--- src/rtl/spin_ram_pkg.sv ---
// Shared types and helpers for the arbitrated spin/weight RAM.
// Holds the sweep/run state type, the round-robin pick and the index-width helper.
package spin_ram_pkg;

  typedef enum logic {CLEAR = 1'b0, RUN = 1'b1} state_e;

  localparam int MAX_CH = 8;

  // Width of a channel index; never below 1 so a single channel still has a usable vector.
  function automatic int clog2_min1(input int v);
    int w;
    w = 1;
    for (int i = 1; i < 16; i++) begin
      if ((1 << i) < v) w = i + 1;
    end
    return w;
  endfunction

  // One-hot grant: first requester found scanning upward from the channel after `last`.
  function automatic logic [MAX_CH-1:0] rr_grant(input logic [MAX_CH-1:0] req,
                                                 input int last, input int n);
    logic [MAX_CH-1:0] g;
    logic              found;
    int                c;
    g     = '0;
    found = 1'b0;
    for (int k = 1; k <= MAX_CH; k++) begin
      c = (last + k) % n;
      if (k <= n && !found && req[c[2:0]]) begin
        g[c[2:0]] = 1'b1;
        found     = 1'b1;
      end
    end
    return g;
  endfunction

endpackage

--- src/rtl/spin_ram_core.sv ---
// Single-port inferred RAM: synchronous write, registered read address.
// The array has no reset; contents are defined only by the clear sweep.
module spin_ram_core #(
  parameter int DATA_W = 8,
  parameter int ADDR_W = 6
) (
  input  logic              clk,
  input  logic              we_i,
  input  logic [ADDR_W-1:0] addr_i,
  input  logic [DATA_W-1:0] wdata_i,
  output logic [DATA_W-1:0] rdata_o
);

  logic [DATA_W-1:0] mem_q [2**ADDR_W];
  logic [ADDR_W-1:0] raddr_q;

  always_ff @(posedge clk) begin
    if (we_i) mem_q[addr_i] <= wdata_i;
    raddr_q <= addr_i;
  end

  // Read-after-write to the same address sees the new word one grant later.
  assign rdata_o = mem_q[raddr_q];

endmodule

--- src/rtl/multiport_spin_ram.sv ---
// N-channel round-robin arbiter with clear sweep in front of one single-port RAM.
// gnt is combinational; read data returns one cycle after its grant.
import spin_ram_pkg::*;

module multiport_spin_ram #(
  parameter int DATA_W = 8,
  parameter int ADDR_W = 6,
  parameter int NUM_CH = 2
) (
  input  logic                     clk,
  input  logic                     reset,
  input  logic [NUM_CH-1:0]        req,
  input  logic [NUM_CH-1:0]        we,
  input  logic [NUM_CH*ADDR_W-1:0] addr,
  input  logic [NUM_CH*DATA_W-1:0] wdata,
  output logic [NUM_CH-1:0]        gnt,
  output logic [NUM_CH-1:0]        rvalid,
  output logic [DATA_W-1:0]        rdata,
  input  logic                     clear,
  output logic                     busy,
  output logic                     clear_done
);

  localparam int IDX_W = clog2_min1(NUM_CH);
  localparam logic [ADDR_W-1:0] SA_LAST = {ADDR_W{1'b1}};

  state_e            state_q, state_d;
  logic [ADDR_W-1:0] sa_q, sa_d;
  logic [IDX_W-1:0]  last_q, last_d;
  logic [NUM_CH-1:0] rvalid_q, rvalid_d;

  logic [NUM_CH-1:0] gnt_rr, gnt_c;
  logic [IDX_W-1:0]  gnt_idx;
  logic              ram_we;
  logic [ADDR_W-1:0] ram_addr;
  logic [DATA_W-1:0] ram_wdata, ram_rdata;

  always_comb begin
    state_d    = state_q;
    sa_d       = sa_q;
    last_d     = last_q;
    gnt_c      = '0;
    busy       = 1'b0;
    clear_done = 1'b0;
    gnt_rr     = NUM_CH'(rr_grant(MAX_CH'(req), int'(last_q), NUM_CH));

    if (state_q == CLEAR) begin
      busy = 1'b1;
      // sa wraps back to 0 on the last write, so RUN always starts the next sweep at 0.
      sa_d = sa_q + 1'b1;
      if (sa_q == SA_LAST) begin
        clear_done = 1'b1;
        state_d    = RUN;
      end
    end else if (clear) begin
      state_d = CLEAR;
    end else begin
      gnt_c = gnt_rr;
    end

    gnt_idx = '0;
    for (int i = 0; i < NUM_CH; i++) begin
      if (gnt_c[i]) gnt_idx = IDX_W'(i);
    end
    if (|gnt_c) last_d = gnt_idx;

    if (state_q == CLEAR) begin
      ram_we    = 1'b1;
      ram_addr  = sa_q;
      ram_wdata = '0;
    end else begin
      ram_we    = |(gnt_c & we);
      ram_addr  = addr[gnt_idx*ADDR_W +: ADDR_W];
      ram_wdata = wdata[gnt_idx*DATA_W +: DATA_W];
    end

    rvalid_d = gnt_c & ~we;
  end

  always_ff @(posedge clk or posedge reset) begin
    if (reset) begin
      state_q  <= CLEAR;
      sa_q     <= '0;
      last_q   <= IDX_W'(NUM_CH - 1);
      rvalid_q <= '0;
    end else begin
      state_q  <= state_d;
      sa_q     <= sa_d;
      last_q   <= last_d;
      rvalid_q <= rvalid_d;
    end
  end

  spin_ram_core #(
    .DATA_W (DATA_W),
    .ADDR_W (ADDR_W)
  ) u_core (
    .clk     (clk),
    .we_i    (ram_we),
    .addr_i  (ram_addr),
    .wdata_i (ram_wdata),
    .rdata_o (ram_rdata)
  );

  assign gnt    = gnt_c;
  assign rvalid = rvalid_q;
  assign rdata  = (|rvalid_q) ? ram_rdata : '0;

endmodule

--- config.mk ---
export PLATFORM = sky130hd
export DESIGN_NAME = multiport_spin_ram
export DESIGN_NICKNAME = d
export VERILOG_FILES = /design/src/rtl/spin_ram_pkg.sv /design/src/rtl/spin_ram_core.sv /design/src/rtl/multiport_spin_ram.sv
export SDC_FILE = /design/constraint.sdc
export NUM_CORES = 1
export LEC_CHECK = 0
export ABC_AREA = 1
export CORE_MARGIN = 2
export CORE_UTILIZATION = 45
export DETAILED_ROUTE_END_ITERATION = 10
export HOLD_SLACK_MARGIN = 0.1
export SLEW_MARGIN = 20
export SYNTH_ARGS = -nofsm -noshare
export SYNTH_HDL_FRONTEND = slang
export SYNTH_SLANG_ARGS = --single-unit
--- constraint.sdc ---
create_clock -name clk -period 5.2 [get_ports clk]
set_input_delay 1.3 -clock clk [delete_from_list [all_inputs] [get_ports clk]]
set_output_delay 1.3 -clock clk [all_outputs]
set_load 0.01 [all_outputs]
; Yosys cells after proc, flatten, opt, wreduce, memory -nomap -nowiden
; Memory sizes are Yosys's and may differ from the RTL's. A register that Yosys moved wholly into a read port is not among the register bits.
; Cells that the tools add are included.
[word_totals]
regBits = 10
latchBits = 0
mem_bits_rw = 512
rom_bits = 0
in_bits = 35
elab_cells = 54
memories = 1
[classes]
add_sub_neg = 3
mul = 1
n_div = 0
order_cmp = 4
n_eq_ne = 1
shifts = 2
n_mux = 25
bitwise = 6
reduce_logical = 7
[memory_table]
columns = memory, words, width, read_ports, rd_clocked_by_memory_dff, wr, line_no
row1 = u_core.mem_q, 64, 8, 1, 1, 1, spin_ram_core.sv:14  ; logic [DATA_W-1:0] mem_q [2**ADDR_W];
[op_table]
columns = op, count
row1 = $mux W8, 2
row2 = $shiftx A16 B5 Y8, 1
row3 = $mux W1, 14
row4 = $shiftx A12 B5 Y6, 1
row5 = $lt A3 B4 Y1 const B, 2
row6 = $mux W2, 4
row7 = $add A6 B1 Y6 const B, 1
row8 = $eq A6 B6 Y1 const B, 1
row9 = $ge A3 B1 Y1 const B, 2
row10 = $mux W6, 1
row11 = $reduce_or A2 Y1, 3
row12 = $and A2 B2 Y2, 2
row13 = $bmux W1 S2, 2
row14 = $demux W1 S2, 2
row15 = $logic_and A1 B1 Y1, 3
row16 = $mul A1 B2 Y3 const B, 1
row17 = $add A1 B1 Y1 const B, 2
row18 = $and A1 B1 Y1 const A, 2
row19 = $not A2 Y2, 1
row20 = $or A2 B2 Y2, 1
row21 = $logic_not A1 Y1, 1

; Longest topological paths before layout
[logic_depth]
depth_word = 16
mapped_depth = 12
ltp_nobuf = 11

; Hierarchy
; Synthesis repeated with hierarchy kept, for this count alone.
[hier_totals]
hier_cells = 1933
hier_area_um2 = 22130.0
[modules_own_cells]
columns = mod, instances, cells_per_inst, area_per_inst_um2, seq_area_each_um2
row1 = spin_ram_core, 1, 1803, 21299.2, 15494.9
row2 = multiport_spin_ram, 1, 130, 830.8, 251.5

; Worst setup path before layout
; No wires, ideal clock.
[synth_path]
path_kind = input port to output port
start = input clear
end = output gnt[1]
arrival_ps = 1872
t_required_ps = 3900
slack_ps = 2028
stages = 5
n_path_buf = 2
cell_sequence = nor2_4 nand3_4 inv_2 buf_4 buf_4
[synth_via]
elab_chain_cells = 2
[synth_rtl]
columns = item, line_no
row1 = start: declaration, multiport_spin_ram.sv:19  ; input logic clear,
row2 = $mux W2, multiport_spin_ram.sv:55  ; end else if (clear) begin
row3 = $mux W2, multiport_spin_ram.sv:47  ; if (state_q == CLEAR) begin
row4 = end: declaration, multiport_spin_ram.sv:16  ; output logic [NUM_CH-1:0] gnt,
; Every way passes these cells.

==> flow_summary.ini <==
[sta]
finalMaxSlewViolations = 0
whs_ns = 0.466
hold_viol = 0
finalClockSkew_ns = 0.0219
max_freq_mhz = 199
setup_viol = 0
tightest_slew_ns = 0.994
tns_ns = 0
fin_crit_sh = 0.968
max-slew-margin-rel = 0.337
rsz0062_at_grt = no
period_needed_ns = 5.03

[job]
drv_cap = 0

[outcome]
status = completed

[detailed_routing]
wire_per_inst_um = 21.3
drt_first_iter_violations = 1465
drc = 0
dr_total_vias = 14400
wl_um = 55000
dr.pass1.iters = 5
routed_via_density = 5.57
ant_nets = 0

[die]
start_util = 0.455
die_area_um2 = 50100
die_h_um = 224
rows = 80
die_x_um = 224
core_region_area_um2 = 47700
ios = 49

[setup_path]
cp.arrival_ns = 3.73
crit_path_top_delay_cell = clkdlybuf4s50_1
critPathMaxFanout = 181
end_kind = primary output
crit_path_start_kind = flip-flop
worstSetupPathType = flip-flop to primary output
path_cells = inv_6 -> buf_16 -> nand2_1 -> nand3_1 -> nand3_1 -> nand2_1 -> nand2_1 -> nand3_1 -> nand3_1 -> a21oi_1 -> clkdlybuf4s50_1
crit_top_cell = nand3_1
worstPathRequired_ns = 3.90
cpPeakStageDelay_ns = 0.63

[synthesis]
synth_top_area_cell = edfxtp_1
synth_cell_types = 35
syn-mean-instance-area_um2 = 11.4
yosysTopAreaCellShare = 0.707
synth-seq-cells = 528
syn_area_um2 = 21700
synthTopCellsByArea = edfxtp_1 71%, nand2_1 12%, nand3_1 9.9%, nor2_1 1.3%, clkbuf_1 1.1%
seq_area_frac_synth = 0.724
synthCells = 1903
yosys_most_used_dff = edfxtp_1
yosysMostFrequentCell = nand2_1
postSynthNetCount = 1939
synthArstFlopShare = 0.0189
synthTopCellsByCount = 668 x nand2_1, 512 x edfxtp_1, 432 x nand3_1
yosysWarnings = 0
synth_edf_count = 512

[layout]
drive_above_1_share = 0.0782
final_util = 0.516
antenna_cells = 0
finalNonFillerCells = 2585
areaGrowthSynthToFinish_pct = 13.2
finish.net_count = 1966

[pwr]
leakage_nw = 8.99
ir_drop_mv = 0.398
p_total_mw = 13.9
p_per_area_nw_per_um2 = 563

[clock_network]
cts_hold_buf = 0
ctsHtreeMaxLevel = 2
clkSinkCount = 528
post_cts_buffers = 0
cts_tree = built
root_buffer = clkbuf_16
numCtsBuffers = 54
insertion_delay_ns = 0.62
clk_pin_slew_ns = 0.06
cts_resized = 0
cts_buffer_depth = 3

[global_route]
gr-total-overflow = 0
grt_first_pass_wirelength_um = 84000
grt_max_degree = 182
grt_pass1_vias = 13900
grt_usage = 0.221
antenna_found_initial = 0

[placement]
gp_congestion = 0.842
port_buffers = 48
place_inst = 2489
post-dp-hpwl_um = 31100

[hold_path]
hold_class = flip-flop to flip-flop
==> path summary, 6_finish.rpt <==
path / start / end / slack [ns] / cells after the start
max reg2reg: state_q / u_core.mem_q[46][6] / 1.89 / 9
max in group asynchronous: reset / last_q / 3.92 / 2
max: flip-flop / rdata[7] / 0.17 / 11
min reg2reg: sa_q[5] / sa_q[5] / 0.47 / 1
min in group asynchronous: reset / sa_q[4] / 0.96 / 2
min: sa_q[5] / sa_q[5] / 0.47 / 1
==> worst max-delay path: cells and delay by family (launching register included) <==
| family | cells | cell delay (ns) |
|---|---|---|
| buffers and inverters | 3 | 1.29 |
| AND/OR/NAND/NOR | 7 | 0.88 |
| AO/OA/AOI/OAI | 1 | 0.42 |
| flip-flops | 1 | 0.48 |
==> cells by family (layout without fill, tap and decap cells) <==
group | count (synthesis) | count (layout) | share of synthesized area
DFF | 528 | 528 | 0.724
and+or+nand+nor | 1209 | 1209 | 0.240
AOI/OAI and AO/OA | 25 | 25 | 0.00760
adders and majority gates | 1 | 1 | 0.000576
xor gates and xnor gates | 3 | 3 | 0.00121
buffers and inverters | 137 | 204 | 0.0259
==> layer usage <==
metal  GRT usage  wire [um]
met3      0.0300       3690
met5           0          0
met2       0.346      25600
met4      0.0787       1490
met1       0.320      24200
==> power by group <==
| group | switching, mW | internal, mW | leakage, nW | total, mW |
|---|---|---|---|---|
| clock network | 1.59 | 2.17 | 0.828 | 3.76 |
| logic | 3.50 | 1.26 | 3.18 | 4.76 |
| registers | 0.186 | 5.16 | 4.98 | 5.35 |
| total | 5.28 | 8.59 | 8.99 | 13.9 |
==> layout by cell type, fill, tap and decap left out, types with 5 or more instances in the layout <==
master,count
nand2_1,668
edfxtp_1,512
nand3_1,432
nor2_1,76
clkbuf_16,55
clkdlybuf4s50_1,48
buf_4,26
clkinv_1,17
inv_1,14
clkbuf_1,10
inv_2,9
nand3_2,9
dfrtp_1,9
a21oi_1,8
nand2_2,8
a22o_2,8
clkinv_2,7
buf_12,7
bufinv_16,5
==> metrics by stage <==
| step | setup slack [ns] | cell area [um^2] |
|---|---|---|
| 2_1_floorplan | 2.03 | 21700 |
| 3_3_place_gp | 0.794 | 22900 |
| 3_5_place_dp | 0.825 | 22900 |
| 4_1_cts | 0.150 | 24600 |
| 5_1_grt | 0.0317 | 24600 |
| 6_report | 0.167 | 24600 |
==> state kept, by name, indices dropped and copies added (netlist names), named ones only <==
register / cells
rvalid: 2
sa_q: 6
state_q: 1
u_core.mem_q: 512
last_q: 1
==> final cells by class <==
cell class	instances	area, um^2
fill	4132	23100
sequential	528	15800
multi-input combinational	1238	5440
clock buffer	65	1410
timing repair buffer	83	855
tap	615	769
clock inverter	31	282
inverter	25	101
(Power assumes the default switching activity.)
